[src/rtl/rom_arbiter.sv]
// rom_arbiter
//   Shares the single-port boot ROM between the instruction-fetch master (m0,
//   read-only) and the debug/download master (m1, read/write). m1 has fixed
//   priority. A 4-bit burst counter caps consecutive m1 grants while m0 waits,
//   so m0 cannot starve. ROM read data is combinational, so it is captured on
//   the grant cycle and returned on the next cycle.
//
// Optional feature macro: ROM_ARB_WPROT_EN
//   When defined, m1 writes outside [WrBase, WrLimit) are still granted. They
//   are kept off the ROM and answered with m1_err_o. When undefined, every m1
//   write reaches the ROM and m1_err_o is always 0.
//
// Ports
//   clk_i, rst_ni            clock, synchronous active-low reset
//   m0_req_i/addr_i          fetch request, byte address
//   m0_gnt_o                 fetch granted this cycle (combinational)
//   m0_rvalid_o/rdata_o      fetch response, one cycle after grant
//   m1_req_i/we_i/addr_i/wdata_i  debug request
//   m1_gnt_o                 debug granted this cycle (combinational)
//   m1_rvalid_o/rdata_o/err_o     debug response (rdata is 0 for writes)
//   rom_we_o/addr_o/wdata_o  drive to the ROM macro
//   rom_rdata_i              combinational read data from the ROM
module rom_arbiter #(
    parameter int unsigned MaxBurst = 4,
    parameter logic [31:0] WrBase   = 32'h0000_0000,
    parameter logic [31:0] WrLimit  = 32'h0000_1000
) (
    input  logic        clk_i,
    input  logic        rst_ni,
    input  logic        m0_req_i,
    input  logic [31:0] m0_addr_i,
    output logic        m0_gnt_o,
    output logic        m0_rvalid_o,
    output logic [31:0] m0_rdata_o,
    input  logic        m1_req_i,
    input  logic        m1_we_i,
    input  logic [31:0] m1_addr_i,
    input  logic [31:0] m1_wdata_i,
    output logic        m1_gnt_o,
    output logic        m1_rvalid_o,
    output logic [31:0] m1_rdata_o,
    output logic        m1_err_o,
    output logic        rom_we_o,
    output logic [31:0] rom_addr_o,
    output logic [31:0] rom_wdata_o,
    input  logic [31:0] rom_rdata_i
);

    localparam logic [3:0] MaxCnt = 4'(MaxBurst);

    logic [3:0]  burst_cnt_q, burst_cnt_d;
    logic        m0_rvalid_q, m0_rvalid_d;
    logic [31:0] m0_rdata_q,  m0_rdata_d;
    logic        m1_rvalid_q, m1_rvalid_d;
    logic [31:0] m1_rdata_q,  m1_rdata_d;
    logic        m1_err_q,    m1_err_d;

    logic m1_win;
    logic m0_gnt;
    logic m1_gnt;
    logic in_range;
    logic wr_ok;

    // One unsigned compare covers both bounds: addresses below WrBase wrap
    // to large offsets and fall outside the window as well.
    assign in_range = (m1_addr_i - WrBase) < (WrLimit - WrBase);

`ifdef ROM_ARB_WPROT_EN
    assign wr_ok = in_range;
`else
    // The range decode is kept so both builds share one datapath. The OR
    // makes it a don't-care, so every write is allowed.
    assign wr_ok = 1'b1 | in_range;
`endif

    // m1 wins every contended cycle until m0 has waited MaxBurst grants.
    // Grants are masked during reset so nothing reaches the ROM.
    always_comb begin
        m1_win = m1_req_i && !(m0_req_i && (burst_cnt_q == MaxCnt));
        m1_gnt = rst_ni && m1_win;
        m0_gnt = rst_ni && m0_req_i && !m1_win;
    end

    assign m0_gnt_o    = m0_gnt;
    assign m1_gnt_o    = m1_gnt;
    assign rom_addr_o  = m1_gnt ? m1_addr_i : m0_addr_i;
    assign rom_we_o    = m1_gnt && m1_we_i && wr_ok;
    assign rom_wdata_o = m1_wdata_i;

    always_comb begin
        burst_cnt_d = burst_cnt_q;
        if (!m0_req_i || m0_gnt) begin
            burst_cnt_d = 4'd0;
        end else if (m1_gnt && (burst_cnt_q != MaxCnt)) begin
            burst_cnt_d = burst_cnt_q + 4'd1;
        end
    end

    // Responses: rdata holds its last value across idle cycles.
    always_comb begin
        m0_rvalid_d = m0_gnt;
        m0_rdata_d  = m0_gnt ? rom_rdata_i : m0_rdata_q;
        m1_rvalid_d = m1_gnt;
        m1_rdata_d  = m1_rdata_q;
        if (m1_gnt) begin
            m1_rdata_d = m1_we_i ? 32'd0 : rom_rdata_i;
        end
        m1_err_d    = m1_gnt && m1_we_i && !wr_ok;
    end

    always_ff @(posedge clk_i) begin
        if (!rst_ni) begin
            burst_cnt_q <= 4'd0;
            m0_rvalid_q <= 1'b0;
            m0_rdata_q  <= 32'd0;
            m1_rvalid_q <= 1'b0;
            m1_rdata_q  <= 32'd0;
            m1_err_q    <= 1'b0;
        end else begin
            burst_cnt_q <= burst_cnt_d;
            m0_rvalid_q <= m0_rvalid_d;
            m0_rdata_q  <= m0_rdata_d;
            m1_rvalid_q <= m1_rvalid_d;
            m1_rdata_q  <= m1_rdata_d;
            m1_err_q    <= m1_err_d;
        end
    end

    assign m0_rvalid_o = m0_rvalid_q;
    assign m0_rdata_o  = m0_rdata_q;
    assign m1_rvalid_o = m1_rvalid_q;
    assign m1_rdata_o  = m1_rdata_q;
    assign m1_err_o    = m1_err_q;

endmodule
[config.mk]
export PLATFORM = sky130hd
export DESIGN_NAME = rom_arbiter
export DESIGN_NICKNAME = d
export VERILOG_FILES = /design/src/rtl/rom_arbiter.sv
export SDC_FILE = /design/constraint.sdc
export NUM_CORES = 1
export LEC_CHECK = 0
export ABC_AREA = 1
export CORE_AREA = 2 2 104 106
export CTS_BUF_LIST = sky130_fd_sc_hd__clkbuf_8
export CTS_CLUSTER_DIAMETER = 100
export DETAILED_ROUTE_END_ITERATION = 10
export DIE_AREA = 0 0 106 108
export PLACE_DENSITY = 0.88
export SLEW_MARGIN = 25
export SYNTH_ARGS = -nofsm -noshare
export SYNTH_HDL_FRONTEND = slang
export SYNTH_SLANG_ARGS = --single-unit
export TNS_END_PERCENT = 30
[constraint.sdc]
create_clock -name clk_i -period 2.4 [get_ports clk_i]
set_input_delay 0.72 -clock clk_i [delete_from_list [all_inputs] [get_ports clk_i]]
set_output_delay 0.72 -clock clk_i [all_outputs]
set_load 0.005 [all_outputs]
* Word-level counts from Yosys, hierarchy flattened
Index checks and enable logic that the tools add are counted.
Widths: inputs -> output; s select.
** Word-level totals
- Flip-flop bits (word level) :: 70
- Bits of input ports :: 133
- Output and inout bits :: 134
- Logic and storage cells :: 23
** Cells by class
- Add/subtract/negate cells :: 1
- Equal/unequal tests :: 2
- Muxes and demuxes :: 2
- Bitwise gates (word level) :: 1
- Reductions and logical operators :: 12
** Operators with widths (count)
- $mux 32 :: 2
- $logic_and 1x1->1 :: 7
- $add 4x1->4 const B :: 1
- $eq 4x3->1 const B :: 1
- $ne 4x3->1 const B :: 1
- $logic_not 1->1 :: 3
- $reduce_or 2->1 :: 1
- $logic_or 1x1->1 :: 1
- $not 1->1 :: 1

* Longest topological paths before layout
Gate-level depths: netlist of run 1.
- Word-level depth :: 8
- Depth in mapped cells :: 9
- Gate-level depth less buffers :: 8

* Least setup slack after synthesis of run 1
Ideal clock, no wire load.
- Path kind :: input -> output
- Start :: input port m0_req_i
- End :: output port rom_addr_o[13]
- Arrival time :: 1328 ps
- Data required time :: 1680 ps
- Slack :: 352 ps
- Cell stages on the path :: 6
- Path buffers :: 2
- Cells stage by stage :: nand4_4 > nand3_2 > buf_4 > buf_6 > nand2_1 > nand2_1
** On the way
- Longest elaborated chain between the ends :: 5
** Ends and longest elaborated chain
- from (decl) :: RTL line 30 : input logic m0_req_i,
- $logic_and 1x1->1 :: RTL line 79 : m1_win = m1_req_i && !(m0_req_i && (burst_cnt_q == MaxCnt));
- $logic_not 1->1 :: RTL line 79
- $logic_and 1x1->1 :: RTL line 79
- $logic_and 1x1->1 :: RTL line 80 : m1_gnt = rst_ni && m1_win;
- $mux 32 :: RTL line 86 : assign rom_addr_o = m1_gnt ? m1_addr_i : m0_addr_i;
- to (decl) :: RTL line 44 : output logic [31:0] rom_addr_o,
Every way passes these cells.

* Worst setup path after layout of run 1
- Start :: input port m1_req_i
- End :: output port rom_addr_o[23]
** On the way
- Longest elaborated chain between the ends :: 3
** Ends and longest elaborated chain
- from (decl) :: RTL line 35 : input logic m1_req_i,
- $logic_and 1x1->1 :: RTL line 79
- $logic_and 1x1->1 :: RTL line 80
- $mux 32 :: RTL line 86
Every way passes these cells.

==> metrics.txt, run 1 <==
outcome finished, violations left; failing checks negative setup slack; vias in the first global route 3587; worst path required time 1.68 ns; largest net degree at the start of global routing 41; Clk Latency, worst-skew pair 0.34 ns; critical path class in2out; VDD IR max 0.000339 V; Area growth syn-to-layout 74.5%; min Tclk post-route 2.50 ns; initial antenna violation count 0; H-tree levels 3; fin util 0.554; #FFs+latches synth 70; Achievable Freq 401 MHz; CTS Root Cell clkbuf_8; Setup Viol. Count Final 12; RSZ-0062 raised after global routing true; Final Hold Vio Count 0; max cap viols 0; post-synthesis sequential area ratio 0.432; Post-synth EDFFs 0; clock tree from TritonCTS done; Post-CTS Hold Fix Bufs 0; reg2reg setup slack 0.72 ns; Final nets 801; Final Skew 0.00942 ns; die footprint 11400 µm²; Die Width 106 µm; fin worst setup slack -0.0963 ns; vias per cell 4.50; top cell type's share of synthesized area 0.432; Via Count 3635; crit path launch type primary input; Multi-input gate area 1440 µm²; CP Max Fanout 8; DRT Wirelength 11.7 mm; cell with the most instances after synthesis nand2_1; area leader, netlist dfxtp_1; row count 37; Max clock buf depth 2; commonest register cell after synthesis dfxtp_1; core area 10200 µm²; mapped cell area 3250 µm²; CP Buf/Inv Count 6; routability cong. 0.793; Synth area leaders dfxtp_1, nand2_1, nand3_1; FFs w/ async S/R, synth 0; CTS Sinks 70; count of buffers from port buffering 201; Worst Hold Class reg2reg; period utilization 1.04; library cells used by synthesis 20; Crit-path slowest cell clkdlybuf4s15_1; Pwr Density 504 nW/µm²; Die Y 108 µm; Ys Warns 0; detailed-route DRC error count 0; Largest delay share family, worst path buffers and inverters; leakage power 2.76 nW; initial core utilization 0.317; Synth Instances 471; layout cells sized above 1 0.191; drt wl/cell 14.6 µm; number of routed nets with antenna violations 0; clock slew at reported path FFs 0.07 ns; DP Worst Slack -0.715 ns; fin cells 807; CP Cell Sequence clkdlybuf4s15_1 -> nand3_4 -> inv_4 -> buf_12 -> buf_16 -> buf_6 -> nand2_2 -> nand2_1 -> buf_2; Mean Syn Cell Area 6.89 µm²; GRT Residual Overflow 0; num ports 267; DP Wirelength 8.27 mm; GRT Util Overall 0.198; total CTS buffers 9; n_diodes 0; crit-path max cell delay 0.24 ns; Max Slew Vio Count 0; DRT Pass-1 Iters 4; placed insts 773; Filler Cell Count 943; CP arrival 1.78 ns; first-pass GRT wire length 17.7 mm; Post-synth top cells nand2_1, dfxtp_1, nand3_1, buf_4, inv_1; syn_nets 606; Setup TNS -0.633 ns; Crit. End Element output port; Reg area 1400 µm²; Min Hold Slack 0.450 ns; 1st-iter DRT viols 178
logic make-up (layout without fill, tap and decap cells):
| logic type | Yosys count | count (layout) | share of synthesized area |
|---|---|---|---|
| fa+ha+maj | 2 | 2 | 0.00771 |
| other cells | 1 | 1 | 0.00115 |
| flops | 70 | 70 | 0.432 |
| buf+inv | 81 | 281 | 0.150 |
| compound gates | 4 | 4 | 0.00616 |
| simple gates | 313 | 313 | 0.404 |
area by class of cell:
type                       instances  share of cell area
sequential                        70               0.248
tap                              136              0.0300
clock buffer                      10              0.0243
inverter                          23              0.0161
multi-input combinational        320               0.255
timing repair buffer             242               0.415
clock inverter                     6              0.0121
cell usage in the layout (no fill, tap or decap), types with 3 or more instances in the layout:
master / count
inv_1: 18
clkinv_2: 3
nand2_1: 213
buf_4: 23
buf_16: 5
clkdlybuf4s50_1: 163
nand4_1: 3
nand2_4: 5
nand3_1: 66
nand2_2: 19
clkbuf_8: 10
buf_12: 5
clkbuf_2: 10
dfxtp_1: 68
a21oi_1: 3
buf_2: 26
buf_6: 7
nor2_1: 5
per-stage QoR:
step / cell area (µm²) / power, mW
5_1_grt: 5670 / 3.01
2_1_floorplan: 3250 / 1.49
3_3_place_gp: 5240 / 1.87
4_1_cts: 5660 / 2.89
6_report: 5670 / 2.86
3_5_place_dp: 5240 / 1.87
path summary, 6_finish.rpt:
path | startpoint | to | depth (start not counted)
max reg2reg | burst_cnt_q[0] | m0_rdata_o[2] | 11
min | m1_rdata_o[26] | m1_rdata_o[26] | 2
min reg2reg | m1_rdata_o[26] | m1_rdata_o[26] | 2
max | m1_req_i | rom_addr_o[23] | 9
where the power goes:
| group | switching (mW) | internal, mW |
|---|---|---|
| Combinational | 0.253 | 0.383 |
| Sequential | 0.0272 | 1.22 |
| Clock | 0.465 | 0.514 |
worst register-to-register path: stages, from the launching register on:
cell	delay, ns
dfxtp_2	0.33
inv_2	0.07
ha_4	0.15
nand4_4	0.09
buf_4	0.15
buf_4	0.13
nand2_4	0.06
nand2_4	0.05
clkinv_2	0.06
buf_4	0.31
nand2_1	0.14
nand2_1	0.09
what timing repair did:
| action | in CTS | in global routing |
|---|---|---|
| gates resized for setup | 146 | 36 |
| gates cloned | 5 | 1 |
| setup endpoints to repair | 35 | 34 |
| buffers inserted | 11 | 2 |
| pin swaps | 4 | 3 |
registers in the layout (all words and copies together) (netlist names):
| signal | flops |
|---|---|
| m1_rdata_o | 32 |
| burst_cnt_q | 4 |
| m0_rvalid_o | 1 |
| m1_rvalid_o | 1 |
| m0_rdata_o | 32 |
routing by layer:
| metal | up-vias | share of wire | routed length (µm) | global-route usage |
|---|---|---|---|---|
| li1 | 1820 | - | - | - |
| met1 | 1625 | 0.39 | 4550 | 0.224 |
| met2 | 163 | 0.50 | 5890 | 0.341 |
| met3 | 27 | 0.086 | 1010 | 0.0729 |
| met4 | 0 | 0.025 | 294 | 0.0808 |
| met5 | - | 0 | 0 | 0 |
Note: power is estimated with default switching activity, not from simulation.
==> run 2, diff against run 1 <==
- CAP_MARGIN: unset -> 0
==> results of run 2 <==
The final DEF is identical to that of run 1; final timing and power are the same.
